File: src/rtl/ram8_bank.sv
// 8 x WIDTH register bank with post-reset zero-fill sequencer, one-hot word enables and registered read port.
// Latency: read data and rd_valid one cycle after an accepted rd_req; writes are visible to the next cycle's read.
// Backpressure: none; load/rd_req are dropped (not queued) while busy. Optional parity: define RAM8_PARITY_EN.
module ram8_bank #(
    parameter int WIDTH = 16,
    parameter int DEPTH = 8
) (
    input  logic             clk,
    input  logic             rst_n,
    input  logic [WIDTH-1:0] in,
    input  logic [2:0]       address,
    input  logic             load,
    input  logic             rd_req,
`ifdef RAM8_PARITY_EN
    input  logic             inj_perr,
    output logic             perr,
`endif
    output logic [WIDTH-1:0] out,
    output logic             rd_valid,
    output logic             busy
);

    localparam logic [0:0] CLEAR = 1'b0;
    localparam logic [0:0] IDLE  = 1'b1;

    localparam logic [DEPTH-1:0] ONE_HOT0 = {{(DEPTH-1){1'b0}}, 1'b1};

    logic [0:0]       state;
    logic [2:0]       clr_cnt;
    logic             idle;
    logic             rd_ok;
    logic [DEPTH-1:0] word_en;
    logic [WIDTH-1:0] wr_dat;
    logic [WIDTH-1:0] mem [DEPTH];
`ifdef RAM8_PARITY_EN
    logic             wr_par;
    logic [DEPTH-1:0] par;
`endif

    assign idle  = (state == IDLE);
    assign rd_ok = rst_n & idle & rd_req;
    assign busy  = ~rst_n | ~idle;

    // During CLEAR the counter owns the write port; user loads are ignored.
    always_comb begin
        word_en = '0;
        wr_dat  = '0;
`ifdef RAM8_PARITY_EN
        wr_par  = 1'b0;
`endif
        if (rst_n) begin
            if (!idle) begin
                word_en = ONE_HOT0 << clr_cnt;
            end else if (load) begin
                word_en = ONE_HOT0 << address;
                wr_dat  = in;
`ifdef RAM8_PARITY_EN
                wr_par  = (^in) ^ inj_perr;
`endif
            end
        end
    end

    always_ff @(posedge clk) begin
        for (int i = 0; i < DEPTH; i++) begin
            if (word_en[i]) begin
                mem[i] <= wr_dat;
`ifdef RAM8_PARITY_EN
                par[i] <= wr_par;
`endif
            end
        end
    end

    always_ff @(posedge clk) begin
        if (!rst_n) begin
            state   <= CLEAR;
            clr_cnt <= '0;
        end else if (state == CLEAR) begin
            clr_cnt <= clr_cnt + 3'd1;
            if (clr_cnt == 3'd7) begin
                state <= IDLE;
            end
        end
    end

    // Read samples pre-edge contents, so a same-address load returns old data.
    always_ff @(posedge clk) begin
        if (!rst_n) begin
            out      <= '0;
            rd_valid <= 1'b0;
`ifdef RAM8_PARITY_EN
            perr     <= 1'b0;
`endif
        end else begin
            rd_valid <= rd_ok;
            if (rd_ok) begin
                out  <= mem[address];
`ifdef RAM8_PARITY_EN
                perr <= par[address] ^ (^mem[address]);
`endif
            end
        end
    end

endmodule

File: config.mk
export PLATFORM = sky130hd
export DESIGN_NAME = ram8_bank
export DESIGN_NICKNAME = d
export VERILOG_FILES = /design/src/rtl/ram8_bank.sv
export SDC_FILE = /design/constraint.sdc
export NUM_CORES = 1
export LEC_CHECK = 0
export ABC_CLOCK_PERIOD_IN_PS = 8000
export CAP_MARGIN = 20
export CORE_UTILIZATION = 40
export CTS_BUF_LIST = sky130_fd_sc_hd__clkbuf_4 sky130_fd_sc_hd__clkbuf_8
export DETAILED_ROUTE_END_ITERATION = 8
export SYNTH_ARGS = -nofsm -noshare
export SYNTH_HDL_FRONTEND = slang
export SYNTH_SLANG_ARGS = --single-unit
File: constraint.sdc
create_clock -name clk -period 8 [get_ports clk]
set_input_delay 2.4 -clock clk [delete_from_list [all_inputs] [get_ports clk]]
set_output_delay 2.4 -clock clk [all_outputs]
set_load 0.02 [all_outputs]
==> flow_summary_export.csv, run 1 <==
group,metric,value,unit
logic_synthesis,yosys_warnings,0,
outcome,status,"complete, no violations",
placement,dp_hpwl,7110,microns
finish,fin_nets,450,
sta,finalSetupViolations,0,
worst_setup_path,crit_buf_inv,2,
logic_synthesis,syn_area,5919,sq um
logic_synthesis,syn_avg_cell_area,15.74,sq um
cts,root_buffer,"clkbuf_8",
sta,slew_violations,0,
worst_setup_path,arrival,3.77,ns
logic_synthesis,synth-edff-count,128,
detailed_routing,viasPerCell,5.236,
cts,numCtsBuffers,17,
detailed_routing,drc,0,
finish,synthToLayoutAreaGrowth,16.80,%
global_route,grtUsageTotal,16.98,%
sta,tns,0,ns
floorplan,core_region_area,14480,sq um
sta,maxSlewHeadroom,35.60,%
worst_setup_path,worstPathRequired,5.60,ns
pwr,switching_power,0.3154,mW
cts,cts_sinks,149,
detailed_routing,drtPass1Iterations,4,
logic_synthesis,synth_top_flop_cell,"edfxtp_1",
worst_setup_path,crit_path_max_incr_delay,0.61,ns
sta,timing.final.crit_period,6.166,ns
worst_hold_path,hold_class,"flip-flop to flip-flop",
placement,gp_congestion,0.7315,
sta,skew,0.01124,ns
logic_synthesis,synth_cells,376,
logic_synthesis,synthMuxAreaShare,8.370,%
worst_setup_path,slowest_stage,"clkdlybuf4s50_1",
logic_synthesis,synthArstFlopShare,0,%
cts,cts.reportedPaths.clkPinSlew,0.07,ns
pwr,powerDensity,223.3,nW/um^2
global_route,antenna_found_initial,0,
cts,cts-resized-gates,0,
cts,clockBufferDepth,2,
detailed_routing,wl_per_cell,19.12,microns
floorplan,std_cell_rows,44,
floorplan,dieWidth,123.7,microns
finish,antenna_cells,0,
pwr,pwr-share-clk,39.5,%
pwr,p_seq_share,55.3,%
worst_setup_path,cp_common_cell,"clkdlybuf4s50_1",
finish,instances_no_fill,618,
floorplan,die_h,123.7,microns
pwr,p_leak,2.571,nW
detailed_routing,ant_nets,0,
logic_synthesis,synth_top_family_by_area,"multiplexers",
pwr,peakVddDrop,112.0,uV
logic_synthesis,synthTopCellsByArea,"edfxtp_1 65%, mux2i_1 7.6%, dfxtp_1 7.1%, o221ai_1 3.0%, and2_1 2.1%",
worst_setup_path,start_kind,"input pin",
logic_synthesis,yosysTopAreaCell,"edfxtp_1",
floorplan,die_area,15290,sq um
finish,layout-drive-gt1-share,12.44,%
worst_setup_path,cp_max_fo,14,
logic_synthesis,yosysMostFrequentCell,"edfxtp_1",
worst_setup_path,cp_top_family,"buffers and inverters",
detailed_routing,vias,3236,
worst_setup_path,path_cells,"clkdlybuf4s50_1 -> nand2_1 -> clkdlybuf4s50_1",
pwr,swShare,20.43,%
cts,worstSkewPairLatency,0.43,ns
global_route,grt_overflow_total,0,
pwr,p_int,1.228,mW
cts,htreeDepth,4,
logic_synthesis,synth-seq-cells,149,
logic_synthesis,synth_compound_area_share,8.201,%
logic_synthesis,synth_fa_ha_area_share,1.268,%
pwr,combPwrFrac,5.1,%
logic_synthesis,syn-num-nets,405,
worst_setup_path,worstSetupPathType,"input pin to output port",
sta,rsz0062_at_grt,"false",
sta,clock.fmax,0.1622,GHz
placement,place_inst,586,
cts,post_cts_buffers,0,
logic_synthesis,synth.distinct_cells,34,
global_route,grt_max_degree,43,
global_route,grt_pass1_wl,18230,microns
logic_synthesis,synth_top_area_share,64.93,%
sta,period_share,77.08,%
worst_setup_path,cp-end-kind,"output port",
cts,holdBufCountCts,0,
detailed_routing,drtIter0Drc,250,
placement,port_buffers,40,
sta,tightest_slew,0.9660,ns
logic_synthesis,synth_commonest_cells,"128 x edfxtp_1, 45 x mux2i_1, 32 x nand2_1",
sta,hold_viol,0,
logic_synthesis,yosys.area_share.xor_xnor,0.1480,%
detailed_routing,wl,11810,microns
floorplan,io_pins,41,
global_route,grt_pass1_vias,3252,
cts,cts_tree,"built",
logic_synthesis,synth-simple-area-share,6.172,%
floorplan,start_util,40.88,%
flow_run,maxCapViolCount,0,
logic_synthesis,ys_seq_area_share,72.04,%
==> sequential cells by signal, indices dropped and copies added, names as in the netlist <==
register and cells:
mem 128, rd_valid 1, out 16, clr_cnt 3, idle 1
==> power by group through the flow <==
stage	Combinational [mW]	Clock [mW]	Sequential, mW
after detailed placement	0.0801	0	0.872
after CTS	0.0807	0.621	0.854
after floorplan	0.0500	0	0.871
after global routing	0.0863	0.650	0.855
after global placement	0.0786	0	0.871
final	0.0794	0.610	0.854
==> cell families (layout without fill, tap and decap cells) <==
logic type,count (synthesis),in the layout
simple gates,71,71
buf+inv,41,99
mux,49,49
fa+ha+maj,6,6
compound gates,59,59
flops,149,149
xor+xnor,1,1
==> layout by cell type, fill, tap and decap left out, types with 3 or more instances in the layout <==
cell	n
edfxtp_1	128
mux2i_1	45
clkdlybuf4s50_1	39
nand2_1	32
dfxtp_1	21
and2_1	20
o221ai_1	20
clkbuf_8	20
inv_1	19
o22ai_1	12
a221oi_1	10
buf_4	8
or3_1	6
ha_1	6
mux2_2	4
a32o_1	4
clkbuf_4	4
nand2b_1	3
bufinv_16	3
clkinvlp_4	3
==> metrics by stage <==
step / hold slack (ns) / setup slack, ns / power, mW / cell area (sq um) / utilization, %
after global routing: 0.4725 / 1.726 / 1.591 / 6914 / 47.75
after global placement: 0.4251 / 1.841 / 0.9496 / 6482 / 44.77
after detailed placement: 0.4287 / 1.840 / 0.9519 / 6482 / 44.77
after floorplan: 0.5036 / 2.805 / 0.9210 / 5919 / -
after CTS: 0.4386 / 1.838 / 1.556 / 6914 / 47.75
final: 0.4361 / 1.834 / 1.544 / 6914 / 47.75
==> worst min-delay path: stages, from the launching register on <==
cell	delay (ns)
dfxtp_1	0.31
nand2_1	0.05
nand2_1	0.04
==> layer usage <==
layer / global-route usage, % / up-vias / wire length (microns)
met5: 0 / - / 0
met4: 8.283 / 0 / 323
met3: 3.892 / 22 / 349
met2: 26.70 / 59 / 5675
met1: 22.18 / 1620 / 5465
li1: - / 1535 / -
==> layout make-up <==
type | instances | area [sq um]
well taps | 184 | 230.2
clock buffers | 24 | 305.3
fillers | 1236 | 7565
repair buffers | 48 | 455.4
clock inverters | 8 | 126.4
multi-input cells | 186 | 1461
inverters | 19 | 71.32
flip-flops and latches | 149 | 4264
==> final timing paths <==
path                 from   endpoint  slack [ns]  cells after the start
setup / recovery    rst_n       busy        1.83                      3
hold / removal    out[12]    out[12]        0.44                      2
setup reg to reg     idle  mem[4][1]        5.75                      2
hold reg to reg   out[12]    out[12]        0.44                      2
Power figures use the tool's default switching activity.
==> run 2: changes to the inputs <==
Settings changed: ABC_CLOCK_PERIOD_IN_PS 8000 to 6400.
Clock period 8 ns to 6.4 ns, I/O delays scaled along.
==> flow_summary_export.csv, run 2 (same netlist as run 1, synthesis figures left out) <==
group,metric,value,unit
detailed_routing,wl,11890,microns
detailed_routing,drc,0,
placement,port_buffers,40,
worst_setup_path,slowest_stage,"clkdlybuf4s50_1",
worst_setup_path,cp_common_cell,"clkdlybuf4s50_1",
worst_setup_path,worstSetupPathType,"input pin to output port",
global_route,grt_max_degree,32,
cts,holdBufCountCts,0,
detailed_routing,wl_per_cell,19.21,microns
pwr,p_leak,2.565,nW
pwr,swShare,20.70,%
detailed_routing,drtPass1Iterations,4,
pwr,finalPower,1.875,mW
worst_setup_path,path_cells,"clkdlybuf4s50_1 -> nand2_1 -> clkdlybuf4s50_1",
sta,clock.fmax,0.1926,GHz
finish,synthToLayoutAreaGrowth,16.19,%
worst_setup_path,cp_max_fo,14,
global_route,grt_overflow_total,0,
cts,numCtsBuffers,17,
finish,fin_nets,451,
sta,tns,0,ns
flow_run,maxCapViolCount,0,
sta,finalSetupViolations,0,
sta,rsz0062_at_grt,"false",
floorplan,die_area,15290,sq um
detailed_routing,viasPerCell,5.302,
pwr,combPwrFrac,5.3,%
detailed_routing,ant_nets,0,
sta,period_share,81.14,%
pwr,switching_power,0.3882,mW
worst_setup_path,arrival,3.27,ns
global_route,grt_pass1_vias,3109,
worst_setup_path,start_kind,"input pin",
sta,skew,0.01072,ns
sta,hold_slack,0.4378,ns
finish,top_regs,"mem x128, out x16, clr_cnt x3",
detailed_routing,drtIter0Drc,235,
cts,cts.reportedPaths.clkPinSlew,0.07,ns
global_route,grt_pass1_wl,17660,microns
finish,regMostFlops,"mem",
finish,layout-drive-gt1-share,11.95,%
finish,final_area,6878,sq um
worst_setup_path,crit_path_max_incr_delay,0.61,ns
cts,post_cts_buffers,0,
pwr,pwr-share-clk,37.8,%
worst_setup_path,cp-end-kind,"output port",
floorplan,core_region_area,14480,sq um
finish,multi_input_comb_area,1461,sq um
cts,root_buffer,"clkbuf_8",
floorplan,die_h,123.7,microns
sta,maxSlewHeadroom,36.75,%
sta,hold_viol,0,
sta,slew_violations,0,
finish,largest_reg_flops,128,
finish,fillerInstances,1243,
placement,dp_hpwl,7223,microns
floorplan,io_pins,41,
cts,htreeDepth,4,
floorplan,dieWidth,123.7,microns
placement,gp_congestion,0.7568,
cts,cts_sinks,149,
pwr,powerDensity,272.6,nW/um^2
cts,clockBufferDepth,2,
floorplan,std_cell_rows,44,
cts,worstSkewPairLatency,0.44,ns
pwr,p_int,1.487,mW
outcome,status,"complete, no violations",
sta,timing.final.crit_period,5.193,ns
global_route,grtUsageTotal,16.80,%
detailed_routing,vias,3282,
pwr,peakVddDrop,127.8,uV
worst_hold_path,hold_class,"flip-flop to flip-flop",
pwr,p_seq_share,56.9,%
worst_setup_path,worstPathRequired,4.48,ns
global_route,antenna_found_initial,0,
sta,tightest_slew,0.9487,ns
cts,cts-resized-gates,0,
finish,antenna_cells,0,
placement,post_dp_cell_area,6490,sq um
finish,layout_common_cells,"128 x edfxtp_1, 45 x mux2i_1, 39 x clkdlybuf4s50_1",
finish,mostFrequentLayoutCell,"edfxtp_1",
floorplan,start_util,40.88,%
cts,cts_tree,"built",
finish,regArea,4264,sq um
## run 2: changes by cell type in the layout (fill, tap and decap cells not counted)
| cell | previous run | this run |
|---|---|---|
| clkbuf_4 | 4 | 2 |
| clkinv_4 | 1 | 0 |
| buf_4 | 8 | 9 |
| clkinv_1 | 0 | 3 |
| clkinv_2 | 1 | 6 |
| clkinvlp_4 | 3 | 1 |
| clkbuf_8 | 20 | 17 |
## run 2: routing by layer
metal	GRT usage [%]	share of wire (%)
met5	0	0
met4	9.789	3.4
met3	3.892	5.5
met2	25.28	46
met1	22.27	45
## run 2: layout make-up
type	instances	share of cell area, %
repair buffers	49	6.731
multi-input cells	186	21.25
clock buffers	19	3.620
well taps	184	3.347
clock inverters	13	2.019
flip-flops and latches	149	62.00
inverters	19	1.037
## run 2: path summary, 6_finish.rpt
path / endpoint / slack (ns) / cells past startpoint / from
worst max-delay path: busy / 1.21 / 3 / rst_n
worst min-delay path: out[9] / 0.44 / 2 / out[9]
worst max register to register: mem[2][13] / 3.95 / 3 / idle
worst min register to register: out[9] / 0.44 / 2 / out[9]
## run 2: worst max-delay path, delay by kind of cell
family | cells | cell delay, ns
simple gates | 1 | 0.15
buf+inv | 2 | 1.21
## run 2: power by group through the flow
stage / combinational, mW / clock [mW] / sequential, mW
2_1_floorplan: 0.0625 / 0 / 1.09
3_3_place_gp: 0.0993 / 0 / 1.09
3_5_place_dp: 0.0998 / 0 / 1.09
4_1_cts: 0.101 / 0.723 / 1.07
5_1_grt: 0.108 / 0.758 / 1.07
6_report: 0.0993 / 0.708 / 1.07
## run 2: stage by stage
stage | setup WS (ns) | util, % | std cells
5_1_grt | 1.134 | 47.50 | 619
3_5_place_dp | 1.207 | 44.82 | 587
4_1_cts | 1.202 | 47.50 | 619
2_1_floorplan | 2.165 | - | 376
6_report | 1.207 | 47.50 | 619
3_3_place_gp | 1.210 | 44.82 | 587
==> run 3: changes to the inputs <==
Settings changed: ABC_CLOCK_PERIOD_IN_PS 6400 to 5250.
Clock period 6.4 ns to 5.25 ns, I/O delays scaled along.
==> flow_summary_export.csv, run 3 (same netlist as run 1, synthesis figures left out) <==
group,metric,value,unit
detailed_routing,viasPerCell,5.358,
detailed_routing,drtIter0Drc,213,
detailed_routing,drc,0,
global_route,antenna_found_initial,0,
cts,cts_sinks,149,
worst_setup_path,crit_path_max_incr_delay,0.55,ns
placement,dp_hpwl,7598,microns
worst_setup_path,r2r.worst_path.cells,3,
worst_setup_path,cp_common_cell,"clkdlybuf4s50_1",
cts,root_buffer,"clkbuf_8",
worst_setup_path,arrival,2.83,ns
worst_setup_path,worstReg2RegStart,"idle",
worst_setup_path,cp-end-kind,"output port",
finish,final_area,6879,sq um
worst_setup_path,cp_max_fo,14,
finish,layout_common_cells,"128 x edfxtp_1, 45 x mux2i_1, 39 x clkdlybuf4s50_1",
global_route,grtUsageTotal,17.95,%
pwr,p_seq_share,58.2,%
finish,synthToLayoutAreaGrowth,16.21,%
detailed_routing,vias,3338,
finish,mostFrequentLayoutCell,"edfxtp_1",
worst_hold_path,hold_path_end,"out[3]",
global_route,grt_overflow_total,0,
pwr,p_leak,2.564,nW
finish,regMostFlops,"mem",
finish,fin_nets,455,
placement,dp_slack,0.8519,ns
worst_setup_path,worstSetupPathType,"input pin to output port",
detailed_routing,wl_per_cell,20.14,microns
cts,cts_tree,"built",
outcome,status,"complete, no violations",
sta,clock.fmax,0.2272,GHz
sta,skew,0.01312,ns
detailed_routing,drtPass1Iterations,5,
worst_setup_path,worstPathRequired,3.68,ns
worst_hold_path,hp-start,"out[3]",
floorplan,io_pins,41,
sta,finalSetupViolations,0,
floorplan,core_region_area,14480,sq um
flow_run,maxCapViolCount,0,
placement,post_dp_cell_area,6520,sq um
sta,tightest_slew,0.8842,ns
finish,antenna_cells,0,
cts,cts-resized-gates,0,
cts,clockBufferDepth,2,
sta,period_share,83.84,%
floorplan,std_cell_rows,44,
pwr,swShare,21.55,%
finish,final_util,47.51,%
detailed_routing,wl,12550,microns
worst_hold_path,hold_class,"flip-flop to flip-flop",
global_route,grt_pass1_wl,19290,microns
worst_setup_path,r2r_end,"mem[5][10]",
pwr,powerDensity,325.4,nW/um^2
floorplan,dieWidth,123.7,microns
pwr,combPwrFrac,5.6,%
sta,slew_violations,0,
worst_setup_path,path_cells,"clkdlybuf4s50_1 -> buf_4 -> nand2_1 -> clkdlybuf4s50_1",
cts,post_cts_buffers,0,
sta,hold_viol,0,
worst_setup_path,start_kind,"input pin",
placement,port_buffers,40,
floorplan,die_area,15290,sq um
finish,largest_reg_flops,128,
finish,top_regs,"mem x128, out x16, clr_cnt x3",
worst_hold_path,holdPathStages,2,
finish,layout-drive-gt1-share,12.07,%
detailed_routing,ant_nets,0,
finish,multi_input_comb_area,1461,sq um
worst_setup_path,slowest_stage,"clkdlybuf4s50_1",
cts,worstSkewPairLatency,0.45,ns
sta,fin_ws,0.8485,ns
cts,cts.reportedPaths.clkPinSlew,0.07,ns
pwr,peakVddDrop,161.6,uV
cts,htreeDepth,4,
sta,timing.final.crit_period,4.401,ns
finish,fillerInstances,1278,
floorplan,die_h,123.7,microns
pwr,p_int,1.756,mW
global_route,grt_pass1_vias,3360,
pwr,switching_power,0.4824,mW
cts,numCtsBuffers,17,
placement,gp_congestion,0.7756,
sta,maxSlewHeadroom,41.05,%
worst_setup_path,ff2ff_setup_slack,2.84,ns
cts,holdBufCountCts,0,
pwr,pwr-share-clk,36.3,%
floorplan,start_util,40.88,%
global_route,grt_max_degree,44,
sta,rsz0062_at_grt,"false",
sta,tns,0,ns
finish,regArea,4264,sq um
## run 3: worst max-delay path: cells and delay by family
kind,cells,cell delay (ns)
AND/OR/NAND/NOR,1,0.07
buffers and inverters,3,1.19
## run 3: final cells by class
class                      count  area share, %
sequential                   149          61.99
multi-input combinational    186          21.24
timing repair buffer          53          7.166
clock buffer                  18          3.510
tap                          184          3.347
clock inverter                14          1.710
inverter                      19          1.037
## run 3: worst max path at each step
stage | start | to | slack [ns] | cells after the start
2_1_floorplan | address[1] | mem[5][0] | 1.47 | 4
3_3_place_gp | rst_n | busy | 0.85 | 4
3_5_place_dp | rst_n | busy | 0.85 | 4
4_1_cts | rst_n | busy | 0.84 | 4
5_1_grt | rst_n | busy | 0.80 | 4
6_report | rst_n | busy | 0.85 | 4
## run 3: per-layer routing
metal	up-vias	track usage [%]	part of all wire, %
met5	-	0	0
met1	1682	23.35	45
met4	0	7.078	1.6
met3	14	4.304	4.7
li1	1551	-	-
met2	91	28.96	49
## run 3: stage by stage
step | hold slack (ns) | std cells | power, mW
floorplan | 0.5036 | 376 | 1.403
global placement | 0.4235 | 591 | 1.452
finish | 0.4355 | 623 | 2.239
global route | 0.4671 | 623 | 2.315
detailed placement | 0.4282 | 591 | 1.454
CTS | 0.4391 | 623 | 2.257
## run 3: power groups by stage
stage	registers, mW	clock network (mW)	logic (mW)
6_report	1.30	0.812	0.125
5_1_grt	1.30	0.877	0.135
4_1_cts	1.30	0.829	0.126
3_5_place_dp	1.33	0	0.125
3_3_place_gp	1.33	0	0.125
2_1_floorplan	1.33	0	0.0762
